**config.mk**
```make
export PLATFORM = sky130hd
export DESIGN_NAME = fb_pixel_writer_flat
export DESIGN_NICKNAME = d
export VERILOG_FILES = /design/src/rtl/fb_pixel_writer_if.sv /design/src/rtl/fb_pixel_writer.sv /design/src/flat_wrapper.sv
export SDC_FILE = /design/constraint.sdc
export NUM_CORES = 1
export LEC_CHECK = 0
export BUFFER_PORTS_ARGS = -buffer_cell sky130_fd_sc_hd__buf_2
export CAP_MARGIN = 25
export CORE_UTILIZATION = 55
export CTS_CLUSTER_DIAMETER = 100
export DETAILED_ROUTE_END_ITERATION = 8
export PLACE_DENSITY = 0.71
export SLEW_MARGIN = 20
export SYNTH_ARGS = -nofsm -noshare
export SYNTH_HDL_FRONTEND = slang
export SYNTH_SLANG_ARGS = --single-unit
```
**constraint.sdc**
```tcl
create_clock -name clk -period 11.9 [get_ports clk]
set_clock_uncertainty 0.1 [all_clocks]
set_input_delay 0.595 -clock clk [delete_from_list [all_inputs] [get_ports clk]]
set_output_delay 0.595 -clock clk [all_outputs]
set_load 0.01 [all_outputs]
```
**src/rtl/fb_pixel_writer_if.sv**
```systemverilog
// Frame-buffer SRAM write port: address/data/request driven by the writer, ack returned by memory.
interface fb_pixel_writer_if #(
  parameter int ADDR_W = 19,
  parameter int DATA_W = 8
);
  logic [ADDR_W-1:0] mem_addr;
  logic [DATA_W-1:0] mem_wdata;
  logic              mem_wen;
  logic              mem_ack;

  modport master (output mem_addr, output mem_wdata, output mem_wen, input mem_ack);
  modport slave  (input mem_addr, input mem_wdata, input mem_wen, output mem_ack);
endinterface

```
**src/rtl/fb_pixel_writer.sv**
```systemverilog
// Rasterizer pixel sink: FIFO of {colour, address} drained to frame-buffer SRAM via req/ack.
// Optional duplicate-address suppression when FB_PIXEL_WRITER_DEDUP_EN is defined.
module fb_pixel_writer #(
  parameter int ADDR_W     = 19,
  parameter int DATA_W     = 8,
  parameter int DEPTH      = 8,
  parameter int STOP_SLACK = 2,
  parameter int FB_SIZE    = 307200
) (
  input  logic              clk,
  input  logic              n_rst,
  input  logic              prim_start,
  input  logic [DATA_W-1:0] color,
  input  logic [ADDR_W-1:0] pix_addr,
  input  logic              pix_valid,
  input  logic              prim_done,
  output logic              stop,
  output logic              write_done,
  output logic              busy,
  output logic              err,
  fb_pixel_writer_if.master mem
);

  localparam int PTR_W = $clog2(DEPTH);
  localparam int CNT_W = PTR_W + 1;
  localparam int ENT_W = DATA_W + ADDR_W;

  typedef enum logic {IDLE, WAIT_ACK} state_t;

  state_t            state_q, state_d;
  logic [PTR_W-1:0]  wr_ptr_q, rd_ptr_q;
  logic [CNT_W-1:0]  count_q, count_d;
  logic [ENT_W-1:0]  fifo_mem [DEPTH];
  logic [ADDR_W-1:0] addr_q;
  logic [DATA_W-1:0] wdata_q;
  logic [DATA_W-1:0] color_q;
  logic              err_q, err_d;
  logic              armed_q, armed_d;
  logic              done_q;
  logic              pdone_q;

  logic fifo_empty, fifo_full, in_range, dup, room;
  logic push, pop, err_set, done_fire;

  assign fifo_empty = (count_q == '0);
  assign fifo_full  = (count_q == CNT_W'(DEPTH));
  assign in_range   = (pix_addr < ADDR_W'(FB_SIZE));

  // A pop in WAIT_ACK only happens on the ack edge, which keeps writes at one per cycle.
  assign pop  = !fifo_empty && ((state_q == IDLE) || mem.mem_ack);
  // A full FIFO still accepts a pixel when the head leaves on the same edge.
  assign room = !fifo_full || pop;

`ifdef FB_PIXEL_WRITER_DEDUP_EN
  logic [ADDR_W-1:0] last_q;
  logic              last_v_q;

  assign dup = last_v_q && (pix_addr == last_q);

  always_ff @(posedge clk or negedge n_rst) begin
    if (!n_rst) begin
      last_q   <= '0;
      last_v_q <= 1'b0;
    end else if (prim_start) begin
      last_v_q <= 1'b0;
    end else if (push) begin
      last_q   <= pix_addr;
      last_v_q <= 1'b1;
    end
  end
`else
  assign dup = 1'b0;
`endif

  assign push      = pix_valid && in_range && !dup && room;
  assign err_set   = pix_valid && (!in_range || (!dup && !room));
  assign done_fire = armed_q && fifo_empty && !push && (state_q == IDLE);

  always_comb begin
    state_d = state_q;
    case (state_q)
      IDLE:     if (pop) state_d = WAIT_ACK;
      WAIT_ACK: if (mem.mem_ack && !pop) state_d = IDLE;
      default:  state_d = IDLE;
    endcase
  end

  always_comb begin
    count_d = count_q;
    case ({push, pop})
      2'b10:   count_d = count_q + 1'b1;
      2'b01:   count_d = count_q - 1'b1;
      default: count_d = count_q;
    endcase
  end

  always_comb begin
    err_d = err_q;
    if (prim_start) err_d = 1'b0;
    if (err_set)    err_d = 1'b1;
  end

  // A rising prim_done arms; a new primitive or a delivered pulse disarms.
  always_comb begin
    armed_d = armed_q;
    if (done_fire)             armed_d = 1'b0;
    if (prim_start)            armed_d = 1'b0;
    if (prim_done && !pdone_q) armed_d = 1'b1;
  end

  always_ff @(posedge clk) begin
    if (push) fifo_mem[wr_ptr_q] <= {color_q, pix_addr};
  end

  always_ff @(posedge clk or negedge n_rst) begin
    if (!n_rst) begin
      state_q  <= IDLE;
      wr_ptr_q <= '0;
      rd_ptr_q <= '0;
      count_q  <= '0;
      addr_q   <= '0;
      wdata_q  <= '0;
      color_q  <= '0;
      err_q    <= 1'b0;
      armed_q  <= 1'b0;
      done_q   <= 1'b0;
      pdone_q  <= 1'b0;
    end else begin
      state_q <= state_d;
      count_q <= count_d;
      err_q   <= err_d;
      armed_q <= armed_d;
      done_q  <= done_fire;
      pdone_q <= prim_done;
      if (prim_start) color_q <= color;
      if (push) wr_ptr_q <= wr_ptr_q + 1'b1;
      if (pop) begin
        rd_ptr_q          <= rd_ptr_q + 1'b1;
        {wdata_q, addr_q} <= fifo_mem[rd_ptr_q];
      end
    end
  end

  assign mem.mem_addr  = addr_q;
  assign mem.mem_wdata = wdata_q;
  assign mem.mem_wen   = (state_q == WAIT_ACK);

  assign stop       = (count_q >= CNT_W'(DEPTH - STOP_SLACK));
  assign busy       = !fifo_empty || (state_q == WAIT_ACK);
  assign err        = err_q;
  assign write_done = done_q;

endmodule

```
**src/flat_wrapper.sv**
```systemverilog
// flat-port wrapper written by rule: the top's interface ports become plain ports
module fb_pixel_writer_flat 
#(
  parameter int ADDR_W     = 19,
  parameter int DATA_W     = 8,
  parameter int DEPTH      = 8,
  parameter int STOP_SLACK = 2,
  parameter int FB_SIZE    = 307200
)
  (clk, n_rst, prim_start, color, pix_addr, pix_valid, prim_done, stop, write_done, busy, err, mem_mem_addr, mem_mem_wdata, mem_mem_wen, mem_mem_ack);
  fb_pixel_writer_if #(.ADDR_W(ADDR_W), .DATA_W(DATA_W)) mem_i ();
  input  logic clk;
  input  logic n_rst;
  input  logic prim_start;
  input  logic [DATA_W-1:0] color;
  input  logic [ADDR_W-1:0] pix_addr;
  input  logic pix_valid;
  input  logic prim_done;
  output logic stop;
  output logic write_done;
  output logic busy;
  output logic err;
  output wire logic [$bits(mem_i.mem_addr)-1:0] mem_mem_addr;
  output wire logic [$bits(mem_i.mem_wdata)-1:0] mem_mem_wdata;
  output wire logic [$bits(mem_i.mem_wen)-1:0] mem_mem_wen;
  input wire logic [$bits(mem_i.mem_ack)-1:0] mem_mem_ack;
  assign mem_mem_addr = mem_i.mem_addr;
  assign mem_mem_wdata = mem_i.mem_wdata;
  assign mem_mem_wen = mem_i.mem_wen;
  assign mem_i.mem_ack = mem_mem_ack;
  fb_pixel_writer #(.ADDR_W(ADDR_W), .DATA_W(DATA_W), .DEPTH(DEPTH), .STOP_SLACK(STOP_SLACK), .FB_SIZE(FB_SIZE)) u_core (.clk(clk), .n_rst(n_rst), .prim_start(prim_start), .color(color), .pix_addr(pix_addr), .pix_valid(pix_valid), .prim_done(prim_done), .stop(stop), .write_done(write_done), .busy(busy), .err(err), .mem(mem_i));
endmodule
```
==> results of run 1 <==
==> area by class of cell <==
class	count	area, µm²	share of cell area (%)
clock buffer	30	697	5.92
clock inverter	18	196	1.67
multi-input combinational	202	2360	20.1
timing repair buffer	80	453	3.85
sequential	266	7740	65.8
tap	229	287	2.43
inverter	8	30.0	0.255
==> worst reg2reg max path: cells and delay by family, from the launching register on <==
kind | cells | cell delay, ps
buffers and inverters | 1 | 450
and+or+nand+nor | 4 | 1750
DFF | 1 | 410
==> worst max path at each step <==
stage                                      start                          endpoint  slack (ps)
floorplan                           pix_addr[12]   u_core.fifo_mem[5][0]$_DFFE_PP_        7170
global placement                    pix_addr[17]  u_core.fifo_mem[7][13]$_DFFE_PP_        8450
detailed placement                  pix_addr[17]  u_core.fifo_mem[7][11]$_DFFE_PP_        8310
CTS                 u_core.mem.mem_wen$_DFF_PN0_  u_core.fifo_mem[7][13]$_DFFE_PP_        8790
global route        u_core.mem.mem_wen$_DFF_PN0_   u_core.fifo_mem[6][4]$_DFFE_PP_        8660
finish              u_core.mem.mem_wen$_DFF_PN0_  u_core.fifo_mem[6][18]$_DFFE_PP_        8840
==> cell usage after synthesis, types with 2 or more instances <==
cell type | n | share of area, %
o21ai_0 | 3 | 0.15
ha_1 | 4 | 0.49
mux2_1 | 2 | 0.22
edfxtp_1 | 216 | 63
o211ai_1 | 2 | 0.15
clkbuf_1 | 4 | 0.15
mux2i_1 | 28 | 2.7
mux4_2 | 54 | 12
mux2_2 | 9 | 0.99
nand2b_1 | 3 | 0.18
inv_1 | 7 | 0.26
dfrtp_1 | 50 | 12
a21oi_1 | 29 | 1.4
nor3b_1 | 2 | 0.15
nor2_1 | 28 | 1.0
nor4_1 | 2 | 0.12
xnor2_1 | 5 | 0.43
nor4b_2 | 3 | 0.44
buf_6 | 8 | 0.88
nor3_1 | 4 | 0.20
buf_4 | 3 | 0.22
buf_2 | 8 | 0.39
nand2_1 | 7 | 0.26
==> layer usage <==
layer / track usage [%] / vias up / part of all wire [%]
met5: 0 / - / 0
met4: 5.44 / 0 / 2.2
met3: 3.60 / 32 / 3.6
met2: 34.0 / 94 / 50
met1: 27.9 / 2555 / 44
li1: - / 2174 / -
==> registers in the layout, indices dropped and copies added, names as in the netlist <==
register and count:
u_core.mem.mem_wdata 8, u_core.armed_q 1, u_core.count_q 4, u_core.err 1, u_core.rd_ptr_q 3, u_core.fifo_mem 216, u_core.write_done 1, u_core.mem.mem_wen 1
u_core.mem.mem_addr 19, u_core.color_q 8, u_core.wr_ptr_q 3, u_core.pdone_q 1
==> metrics by stage <==
stage | total power [W] | worst slack (ps) | area, µm²
3_3_place_gp | 0.00194 | 8450 | 10900
2_1_floorplan | 0.00177 | 7170 | 10200
3_5_place_dp | 0.00197 | 8310 | 10900
5_1_grt | 0.00290 | 8660 | 11800
4_1_cts | 0.00281 | 8790 | 11800
6_report | 0.00278 | 8840 | 11800
==> cells by family (layout without fill, tap and decap cells) <==
group / count (synthesis) / in the layout / share of synthesized area, %
muxes: 95 / 95 / 16.2
buffers and inverters: 32 / 136 / 1.97
and+or+nand+nor: 57 / 57 / 3.01
DFF: 266 / 266 / 75.6
xor gates and xnor gates: 6 / 6 / 0.513
AOI/OAI and AO/OA: 39 / 39 / 2.09
adders and majority gates: 5 / 5 / 0.684
==> power by group through the flow <==
stage	clock network (W)	logic (W)	registers [W]
floorplan	0	0.000530	0.00124
global placement	0	0.000679	0.00126
detailed placement	0	0.000702	0.00126
CTS	0.000855	0.000705	0.00125
global route	0.000891	0.000752	0.00126
finish	0.000838	0.000692	0.00125
==> results.md, run 1 <==
* CP arrival at 3140 ps
* Count of cell types in the netlist at 42
* Rows at 49
* Worst Max-Slew Pin Slew at 988 ps
* Setup crit start kind: flop
* Worst path depth at 5
* Combinational share of power at 24.9%
* Max Slew Vio Count at 0
* Starting Density at 56.6%
* HPWL after DPL at 10800 µm
* DR iter-0 viols at 266
* Vias in the first global route at 5191
* CTS Buffer Depth at 3
* Share of layout cells above drive strength 1 at 33.4%
* RSZ-0062 raised after global routing: false
* Routed wire per std cell at 22.0 µm
* Sink Count at 266
* Total Wirelength at 18400 µm
* Clock transition at the registers of the reported paths at 60 ps
* Fillers at 1199
* DRC at 6
* Post-Syn Area at 10200 µm²
* Failing checks: design-rule violations
* Vias at 4855
* Fin cells at 833
* Antenna viol nets, final at 0
* Worst R2R End: u_core.fifo_mem[6][18]$_DFFE_PP_
* Diodes inserted at 0
* Final TNS setup at 0 ps
* Crit share post-route at 25.7%
* Warnings from Yosys at 0
* Time the worst path needs with I/O delays and setup at 3060 ps
* Via-per-instance ratio at 5.83
* Int Pwr at 0.00200 W
* Slew HR at 34.1%
* Worst skew pair latency at 520 ps
* Gp weighted congestion at 0.818
* Final nets at 622
* Status: complete, but fails checks
* H-tree Lvls at 1
* Number of synthesized register bits at 266
* Max Fclk at 327 MHz
* Tot GR Track Use at 20.3%
* IO Port Bufs at 64
* Clock root cell: clkbuf_16
* CTS tree: built
* Syn Area/Cell at 20.5 µm²
* Hold-fix buffers, CTS at 0
* Slowest CP cell: nor4b_4
* Crit path capture type: flop
* Num CTS Buffers at 26
* Commonest register cell after synthesis: edfxtp_1
* GR Overflow Total at 0
* Core Area at 18100 µm²
* R2r setup slk at 8840 ps
* Kind of cell adding the most delay to the critical path: simple AND/OR/NAND/NOR gates
* First-pass GRT wire length at 29600 µm
* Cells after Synth at 500
* Register share of total power at 44.9%
* Final Hold Fails at 0
* Placed Cells at 785
* Post-synth EDFFs at 216
* Antenna violations before repair at 0
* Chip height at 138 µm
* Peak supply drop at 0.000136 V
* Util after Layout at 65.1%
* Most frequent cells in the layout: edfxtp_1 (216), buf_2 (64), mux4_2 (54), dfrtp_1 (47), a21oi_1 (29)
* Psw at 0.000778 W
* Max stage delay on crit path at 890 ps
* Cell leakage power at 4.12 nW
* Die width at 138 µm
* DR pass1 iterations at 6
* Switching fraction of total power at 28.0%
* Pin count of the biggest net entering global routing at 61
* Min Hold Slack at 95.8 ps
* Worst path bufs/invs at 1
* Kind of critical path: reg -> reg
* IO Pins at 65
* DIE AREA at 19200 µm²
* Sequential share of the synthesized area at 75.6%
* Post-CTS setup buffers at 0
* Worst R2R Start: u_core.mem.mem_wen$_DFF_PN0_
* Async S/R FF share, synth at 18.8%
* Syn Nets at 538
* R2R cell count at 5
* Post-cts sizing count at 0
* Critical Path RT at 11990 ps
* Max-Cap Viols at 0
* P&R area growth vs syn at 14.9%
* Worst Path Max Fanout at 17
* Clock power share at 30.2%
* Path type of the worst min-delay path: in -> async
* Power Density at 236 nW/µm²
* Critical-path cell list: nor2b_1 -> and3_1 -> nand2b_1 -> nor4b_4 -> buf_4
* # setup viols final at 0
* Most common cell after layout, fill and taps aside: edfxtp_1
Power figures use the tool's default switching activity.
==> run 2: changes to the inputs <==
clock period = 3 ns   (was 11.9 ns; I/O delays follow)
==> run 2 against run 1 <==
  * The run still ends with design-rule violations left
  * Final area is 2.9% higher
  * Sequential cell count did not move
  * Core utilization is 1.9 points higher
  * Critical path type is now in -> reg
  * Largest power group unchanged
==> results.md, run 2 (synthesis gave the netlist of run 1 again) <==
* Status: complete, but fails checks
* Failing checks: design-rule violations
* GR Overflow Total at 0 (unchanged)
* Vias in the first global route at 5174 (-0.33%)
* Busiest grt layer: met2
* Final TNS setup at 0 ps (unchanged)
* Cell leakage power at 4.27 nW (+3.8%)
* Kind of critical path: in -> reg
* Clock power share at 27.9% (-2.3 points)
* Core Area at 18100 µm² (unchanged)
* Switching fraction of total power at 28.7% (+0.72 points)
* Antenna violations before repair at 0 (unchanged)
* Diodes inserted at 0 (unchanged)
* R2r setup slk at 460 ps (-8380 ps)
* Fillers at 1187 (-1.0%)
* Max Slew Vio Count at 0 (unchanged)
* # setup viols final at 0 (unchanged)
* Via-per-instance ratio at 5.67 (-2.7%)
* Die width at 138 µm (unchanged)
* Power Density at 894 nW/µm² (+280%)
* Biggest register: u_core.fifo_mem
* CTS Buffer Depth at 3 (unchanged)
* Time the worst path needs with I/O delays and setup at 2620 ps
* Setup crit start kind: input port
* Tot GR Track Use at 20.6% (+0.25 points)
* Peak supply drop at 0.000515 V (+280%)
* Reg area at 7740 µm² (unchanged)
* Final Hold Fails at 0 (unchanged)
* Psw at 0.00311 W (+300%)
* Clock root cell: clkbuf_16
* DIE AREA at 19200 µm² (unchanged)
* Area of the multi-input gates at 2390 µm² (+1.1%)
* Pin count of the biggest net entering global routing at 60 (-1.6%)
* Post-CTS setup buffers at 0 (unchanged)
* Int Pwr at 0.00771 W (+290%)
* Sink Count at 266 (unchanged)
* RSZ-0062 raised after global routing: false
* P&R area growth vs syn at 18.3%
* DR pass1 iterations at 7 (+1)
* Combinational share of power at 26.5% (+1.6 points)
* Max-Cap Viols at 0 (unchanged)
* Critical Path RT at 3080 ps (-8910 ps)
* Vias at 4957 (+2.1%)
* Worst Max-Slew Pin Slew at 768 ps (-220 ps)
* Most common cell after layout, fill and taps aside: edfxtp_1
* Post-cts sizing count at 0 (unchanged)
* Worst R2R Start: u_core.count_q[3]$_DFFE_PN0P_
* Final nets at 663 (+6.6%)
* Share of layout cells above drive strength 1 at 31.5% (-2.0 points)
* Clock transition at the registers of the reported paths at 60 ps (about the same)
* Max reg flops at 216 (unchanged)
* Met1 Resource Use GR at 27.1% (-0.77 points)
* Min Hold Slack at 123 ps (+27.2 ps)
* Num CTS Buffers at 26 (unchanged)
* R2R cell count at 9 (+4)
* Total Wirelength at 18900 µm (+2.9%)
* Register share of total power at 45.6% (+0.7 points)
* HPWL after DPL at 11000 µm (+2.1%)
* CP arrival at 2710 ps (-430 ps)
* Met3 Use GR at 3.33% (-0.28 points)
* Crit share post-route at 87.4%
* Antenna viol nets, final at 0 (unchanged)
* IO Port Bufs at 64 (unchanged)
* Rows at 49 (unchanged)
* Hold-fix buffers, CTS at 35 (+35)
* Routed wire per std cell at 21.6 µm (-1.9%)
* CTS tree: built
* Worst skew pair latency at 520 ps (about the same)
* Worst Path Max Fanout at 20 (+3)
* Slew HR at 48.8% (+15 points)
* Crit path capture type: flop
* IO Pins at 65 (unchanged)
* Met2 Use GR at 36.2% (+2.2 points)
* Chip height at 138 µm (unchanged)
* Worst R2R End: u_core.count_q[3]$_DFFE_PN0P_
* Starting Density at 56.6% (unchanged)
* Gp weighted congestion at 0.831 (+1.7%)
* Max Fclk at 382 MHz
* Path type of the worst min-delay path: in -> async
* DRC at 10 (+4)
* DR iter-0 viols at 293 (+10%)
* Most frequent cells in the layout: edfxtp_1 (216), buf_2 (64), mux4_2 (54), dfrtp_1 (47), dlygate4sd3_1 (35)
* First-pass GRT wire length at 29600 µm (+0.16%)
* H-tree Lvls at 1 (unchanged)
run 2: cell types whose count changed in the layout (fill, tap and decap cells not counted), sizes merged:
cell / delta
clkinv: -4
clkinvlp: -3
dlygate4sd3: +35
bufinv: -4
inv: +1
clkbuf: +10
buf: +6
run 2: critical path, stage by stage:
cell,delay [ps]
dlygate4sd3_1,550
buf_2,180
o21ai_1,280
o211a_2,350
nand2b_1,420
nor4b_4,400
buf_4,360
run 2: worst max path at each step:
stage               cells past startpoint                          from  slack [ps]                               to
CTS                                     7                  pix_addr[17]         440  u_core.fifo_mem[2][6]$_DFFE_PP_
finish                                  7                  pix_addr[17]         380  u_core.fifo_mem[2][3]$_DFFE_PP_
floorplan                               5  u_core.mem.mem_wen$_DFF_PN0_        -540  u_core.fifo_mem[3][0]$_DFFE_PP_
global placement                        6                  pix_addr[17]         510  u_core.fifo_mem[2][1]$_DFFE_PP_
detailed placement                      6                  pix_addr[17]         450  u_core.fifo_mem[2][0]$_DFFE_PP_
global route                            7                  pix_addr[17]         280  u_core.fifo_mem[1][3]$_DFFE_PP_
run 2: metal layers:
layer,wire length [µm],vias up
met5,0,-
met4,217,0
met3,833,20
met2,9760,117
met1,8080,2562
li1,-,2258
run 2: layout make-up:
class | count | area share [%]
inverter | 8 | 0.248
timing repair buffer | 121 | 7.11
tap | 229 | 2.37
clock buffer | 40 | 6.23
sequential | 266 | 63.9
multi-input combinational | 202 | 19.7
clock inverter | 8 | 0.382
run 2: through the flow:
stage / std cells / utilization (%) / instance area [µm²] / setup slack, ps / power, W
3_5_place_dp: 791 / 60.6 / 11000 / 452 / 0.00789
6_report: 874 / 67.0 / 12100 / 379 / 0.0108
4_1_cts: 874 / 67.0 / 12100 / 435 / 0.0109
2_1_floorplan: 500 / - / 10300 / -540 / 0.00703
5_1_grt: 874 / 67.0 / 12100 / 280 / 0.0113
3_3_place_gp: 791 / 60.6 / 11000 / 512 / 0.00778
run 2: power by group through the flow:
stage	sequential (W)	clock [W]	combinational [W]
2_1_floorplan	0.00492	0	0.00211
3_3_place_gp	0.00498	0	0.00280
3_5_place_dp	0.00502	0	0.00287
4_1_cts	0.00494	0.00308	0.00292
5_1_grt	0.00500	0.00322	0.00311
6_report	0.00494	0.00302	0.00287
